--- src/rtl/bp_pkg.sv ---
// Types and helpers shared by the fetch-side predictor and the EX-side resolver.
// Keeping the index hash here means both ends always agree on which BHT entry a PC selects.
package bp_pkg;

  localparam logic [6:0] OPC_BRANCH = 7'b1100011;

  localparam logic [1:0] SNT = 2'b00;
  localparam logic [1:0] WNT = 2'b01;
  localparam logic [1:0] WT  = 2'b10;
  localparam logic [1:0] ST  = 2'b11;

  // Word-aligned index: pc[idx_w+1:2]. Bits above alias deliberately, pc[1:0] is ignored.
  function automatic logic [31:0] bht_index(input logic [31:0] pc, input int unsigned idx_w);
    logic [31:0] mask;
    mask = (32'd1 << idx_w) - 32'd1;
    return (pc >> 2) & mask;
  endfunction

endpackage

--- src/rtl/bp_sat2.sv ---
// 2-bit saturating counter next-state: count up on taken, down on not-taken, clamp at ST/SNT.
module bp_sat2
  import bp_pkg::*;
(
  input  logic [1:0] cur,
  input  logic       taken,
  output logic [1:0] nxt
);

  always_comb begin
    nxt = cur;
    if (taken) begin
      if (cur != ST) nxt = cur + 2'd1;
    end else begin
      if (cur != SNT) nxt = cur - 2'd1;
    end
  end

endmodule

--- src/rtl/bht_resolve.sv ---
// EX-side branch resolver: owns the BHT, detects mispredictions, issues a registered
// flush/redirect, suppresses wrong-path branches for a few cycles, and keeps statistics.
module bht_resolve
  import bp_pkg::*;
#(
  parameter int IDX_W  = 6,
  parameter int SHADOW = 2,
  parameter int STAT_W = 32
) (
  input  logic              clk,
  input  logic              reset,
  input  logic              ex_valid,
  input  logic              ex_is_branch,
  input  logic [31:0]       ex_pc,
  input  logic              ex_pred_taken,
  input  logic [31:0]       ex_pred_target,
  input  logic              ex_taken,
  input  logic [31:0]       ex_target,
  input  logic [31:0]       lk_pc,
  output logic              lk_taken,
  output logic              flush,
  output logic [31:0]       redirect_pc,
  output logic [STAT_W-1:0] br_count,
  output logic [STAT_W-1:0] mp_count
);

  localparam int DEPTH = 1 << IDX_W;
  localparam int SH_W  = 3;

  logic [1:0]        bht_q [DEPTH];
  logic [1:0]        bht_d [DEPTH];
  logic [SH_W-1:0]   shadow_q, shadow_d;
  logic              flush_q, flush_d;
  logic [31:0]       redirect_q, redirect_d;
  logic [STAT_W-1:0] br_q, br_d;
  logic [STAT_W-1:0] mp_q, mp_d;

  logic [IDX_W-1:0] ex_idx, lk_idx;
  logic [1:0]       cur_ctr, nxt_ctr;
  logic             acc, mis;

  assign ex_idx  = IDX_W'(bht_index(ex_pc, IDX_W));
  assign lk_idx  = IDX_W'(bht_index(lk_pc, IDX_W));
  assign cur_ctr = bht_q[ex_idx];

  // Lookup reads the registered table, so a same-cycle update is not visible here.
  assign lk_taken = bht_q[lk_idx][1];

  assign acc = ex_valid & ex_is_branch & (shadow_q == '0);
  assign mis = acc & ((ex_pred_taken != ex_taken) |
                      (ex_taken & ex_pred_taken & (ex_pred_target != ex_target)));

  bp_sat2 u_sat2 (
    .cur   (cur_ctr),
    .taken (ex_taken),
    .nxt   (nxt_ctr)
  );

  always_comb begin
    bht_d = bht_q;
    if (acc) bht_d[ex_idx] = nxt_ctr;

    flush_d    = mis;
    redirect_d = redirect_q;
    if (mis) redirect_d = ex_taken ? ex_target : ex_pc + 32'd4;

    shadow_d = shadow_q;
    if (mis)                   shadow_d = SH_W'(SHADOW);
    else if (shadow_q != '0)   shadow_d = shadow_q - 1'b1;

    br_d = br_q;
    if (acc && (br_q != '1)) br_d = br_q + 1'b1;
    mp_d = mp_q;
    if (mis && (mp_q != '1)) mp_d = mp_q + 1'b1;
  end

  always_ff @(posedge clk) begin
    if (reset) begin
      for (int i = 0; i < DEPTH; i++) bht_q[i] <= WNT;
      shadow_q   <= '0;
      flush_q    <= 1'b0;
      redirect_q <= '0;
      br_q       <= '0;
      mp_q       <= '0;
    end else begin
      for (int i = 0; i < DEPTH; i++) bht_q[i] <= bht_d[i];
      shadow_q   <= shadow_d;
      flush_q    <= flush_d;
      redirect_q <= redirect_d;
      br_q       <= br_d;
      mp_q       <= mp_d;
    end
  end

  assign flush       = flush_q;
  assign redirect_pc = redirect_q;
  assign br_count    = br_q;
  assign mp_count    = mp_q;

endmodule

--- config.mk ---
export PLATFORM = sky130hd
export DESIGN_NAME = bht_resolve
export DESIGN_NICKNAME = d
export VERILOG_FILES = /design/src/rtl/bp_pkg.sv /design/src/rtl/bp_sat2.sv /design/src/rtl/bht_resolve.sv
export SDC_FILE = /design/constraint.sdc
export NUM_CORES = 1
export LEC_CHECK = 0
export BUFFER_PORTS_ARGS = -buffer_cell sky130_fd_sc_hd__buf_2
export CAP_MARGIN = 10
export CORE_UTILIZATION = 55
export CTS_CLUSTER_DIAMETER = 150
export CTS_CLUSTER_SIZE = 8
export DETAILED_ROUTE_END_ITERATION = 7
export PLACE_DENSITY = 0.86
export SYNTH_ARGS = -nofsm -noshare
export SYNTH_HDL_FRONTEND = slang
export SYNTH_HIERARCHICAL = 1
export SYNTH_SLANG_ARGS = --single-unit
export TNS_END_PERCENT = 100
--- constraint.sdc ---
create_clock -name clk -period 3 [get_ports clk]
set_input_delay 0.3 -clock clk [delete_from_list [all_inputs] [get_ports clk]]
set_output_delay 0.3 -clock clk [all_outputs]
set_load 0.05 [all_outputs]
==> out/qor.txt <==
Sequential Area: 0.00456 mm2
First drt pass iteration count: 6
Fin area: 0.0142 mm2
Clock network power share: 0.443
Pwr per Cell Area: 536 mW/mm2
Crit-path cells: mux4_2 > mux4_2 > mux4_2 > buf_2
Post-synthesis mux area share: 0.0855
Max Used Layer: met4
Core Area: 0.0212 mm2
Multi-input logic area: 0.00687 mm2
Setup Buffers After CTS: 0
Clock Pin Slew Worst Setup and Hold Paths: 0.05 ns
Fin. max-slew vios: 0
Drt total wl: 37,000 um
Share of layout cells above drive strength 1: 0.201
Worst Path Max Fanout: 3
Setup slack, reg-to-reg: 0.47 ns
Xor and xnor area share after synthesis: 0.0637
WL per Instance: 19.1 um
Die height: 149 um
Status: complete, no violations
Area fraction of the dominant cell type after synthesis: 0.382
#FFs+latches synth: 228
Final antenna-violating net count: 0
Main combinational cell family by area after synthesis: simple AND/OR/NAND/NOR gates
Layout area overhead: 19.1%
Met3 routed WL: 3890 um
Hold Path Depth: 3
Fin crit period: 2.88 ns
Grt ovf: 0
Relative slew margins: 0.378
Pin count of the biggest net entering global routing: 63
Dominant cell type by area after synthesis: dfxtp_1
Hold Path Sink: redirect_pc[24]
Clk sinks: 228
CTS tree: yes
Fin Hold WS: 0.142 ns
Worst Setup SP: bht_q[65]
Highest clock rate: 347 MHz
Total CTS buffers: 34
Area after DPL: 0.0133 mm2
Yosys warnings: 6
Dominant cell by count in the synthesized netlist: dfxtp_1
Reg-to-Reg End: bht_q[107]
Crit-path max cell delay: 0.52 ns
Setup CP Type: flip-flop to output port
WP data arrival: 2.58 ns
Hold Fails Final Rpt: 0
Combinational fraction of design power: 0.145
Post-synthesis cell area: 0.0120 mm2
Synth Net Count: 1,634
Hold Crit Class: input pin to flip-flop
Slew @ Worst Pin: 0.933 ns
Vias: 12,200
Ranking of synthesized cells by area: dfxtp_1 38%, nand2_1 6.7%, nand3_1 6.0%
RSZ-0062 raised after global routing: false
Wire length on met2: 17,300 um
CTS resizes: 0
Initial antenna violation count: 1
Number of flops mapped to enable cells by yosys: 0
Final Skew: 0.0237 ns
Asr flop ratio synth: 0
M1 WL: 13,800 um
Critical hold path startpoint: ex_target[24]
DP Wirelength: 25,400 um
Seq/Total Area, Yosys: 0.382
Synth top cells by count: 228 x dfxtp_1, 215 x nand2_1, 143 x nand3_1
Gr usage total: 0.330
Adder-Cell Fraction of Synth Area: 0.00712
Number of distinct library cells after synthesis: 58
Worst Path Required: 2.70 ns
P_sw: 0.00208 W
I/O Buffers: 205
Hold_buf cts: 0
Nets: 1,801
Drt initial violations: 1,104
FILL cells: 1,660
RR Startpoint: bht_q[15]
Final period utilization: 0.961
Syn Area/Cell: 8.00 um2
Top-Level Pins: 232
Worst skew pair latency: 0.51 ns
Clk buf depth: 3
Die Area: 0.0223 mm2
Slowest-stage cell, CP: mux4_2
Die width: 149 um
Clock root cell: clkbuf_16
First-pass GRT wire length: 58,600 um
# setup viols final: 0
P_int: 0.00556 W
IR drop worst, VDD: 0.522 mV
H-tree Lvls: 2
Worst setup SP type: flip-flop
Starting Density: 0.565
Switching part of the total: 0.273
Vias in the first global route: 11,800
Max Cap Violations: 0
Sequential Power Share: 0.412
GPL Wtd Cong: 0.968
Via density: 6.31
CP most frequent cell: mux4_2
Syn Inst Count: 1,495
Compound-Gate Fraction of Synth Area: 0.159
Worst-case reg-to-reg path depth: 9
Row cnt: 53
Static Leak: 5.50 nW
Simple-gate share of the synthesized area: 0.258
Setup tns final: 0 ns
Worst setup EP type: output port
DRC: 0
Dominant synthesized flop cell: dfxtp_1
-- through the flow --
stage / util / worst slack [ns] / power (W) / std cells
after CTS: 0.673 / 0.144 / 0.00765 / 1939
after floorplan: - / 0.200 / 0.00391 / 1495
after detailed placement: 0.630 / 0.0575 / 0.00428 / 1901
after global placement: 0.630 / 0.126 / 0.00426 / 1901
after global routing: 0.673 / 0.108 / 0.00787 / 1940
final: 0.673 / 0.117 / 0.00764 / 1941
-- worst max path at each step --
stage | slack [ns] | depth (start not counted) | endpoint
detailed placement | 0.06 | 11 | bht_q[123]
finish | 0.12 | 4 | lk_taken
CTS | 0.14 | 4 | lk_taken
global route | 0.11 | 4 | lk_taken
global placement | 0.13 | 11 | bht_q[113]
floorplan | 0.20 | 12 | bht_q[103]
-- registers in the layout, summed over array words and instances, names as in the netlist --
signal       flops
shadow_q         3
flush            1
redirect_pc     32
bht_q          128
br_count        32
mp_count        32
-- power groups by stage --
stage                     Sequential (W)  Clock, W  Combinational (W)
after floorplan                  0.00335         0           0.000562
after global placement           0.00320         0            0.00106
after detailed placement         0.00320         0            0.00108
after CTS                        0.00314   0.00342            0.00109
after global routing             0.00315   0.00354            0.00118
final                            0.00314   0.00339            0.00111
-- cells by family (layout without fill, tap and decap cells) --
family	count (synthesis)	count (layout)
muxes	74	74
other	0	2
buffers and inverters	134	303
DFF	228	228
adders and majority gates	7	7
xor gates and xnor gates	87	87
AOI/OAI and AO/OA	314	314
and+or+nand+nor	651	651
-- layout by cell type, fill, tap and decap left out, drive strengths merged, types with 5 or more instances in the layout --
cell type	count
a21oi	87
a221oi	12
a22o	12
a22oi	40
a31oi	14
and2	11
and3	8
and4	13
buf	250
clkbuf	34
dfxtp	228
ha	5
inv	17
mux2	15
mux2i	38
mux4	21
nand2	215
nand3	143
nand4	37
nor2	136
nor2b	11
nor3	24
nor3b	5
nor4	20
o21a	9
o21ai	119
o31a	5
o31ai	7
or3	10
or4	8
xnor2	64
xor2	23
-- routing by layer --
layer  track usage  up-vias
li1              -     5662
met3        0.0713      179
met5             0        -
met4         0.193        0
met2         0.549      720
met1         0.390     5681
-- worst max-delay path: cells and delay by family (launching register included) --
| kind | cells | cell delay (ns) |
|---|---|---|
| muxes | 3 | 1.52 |
| buffers and inverters | 1 | 0.23 |
| DFF | 1 | 0.33 |
-- final cells by class --
| cell class | count | share of cell area |
|---|---|---|
| Inverter | 15 | 0.00395 |
| Sequential cell | 228 | 0.320 |
| Clock inverter | 4 | 0.00448 |
| Timing Repair Buffer | 250 | 0.105 |
| Clock buffer | 34 | 0.0597 |
| Antenna cell | 2 | 0.000351 |
| Tap cell | 275 | 0.0242 |
| Multi-Input combinational cell | 1133 | 0.482 |
Note: power is estimated with default switching activity, not from simulation.
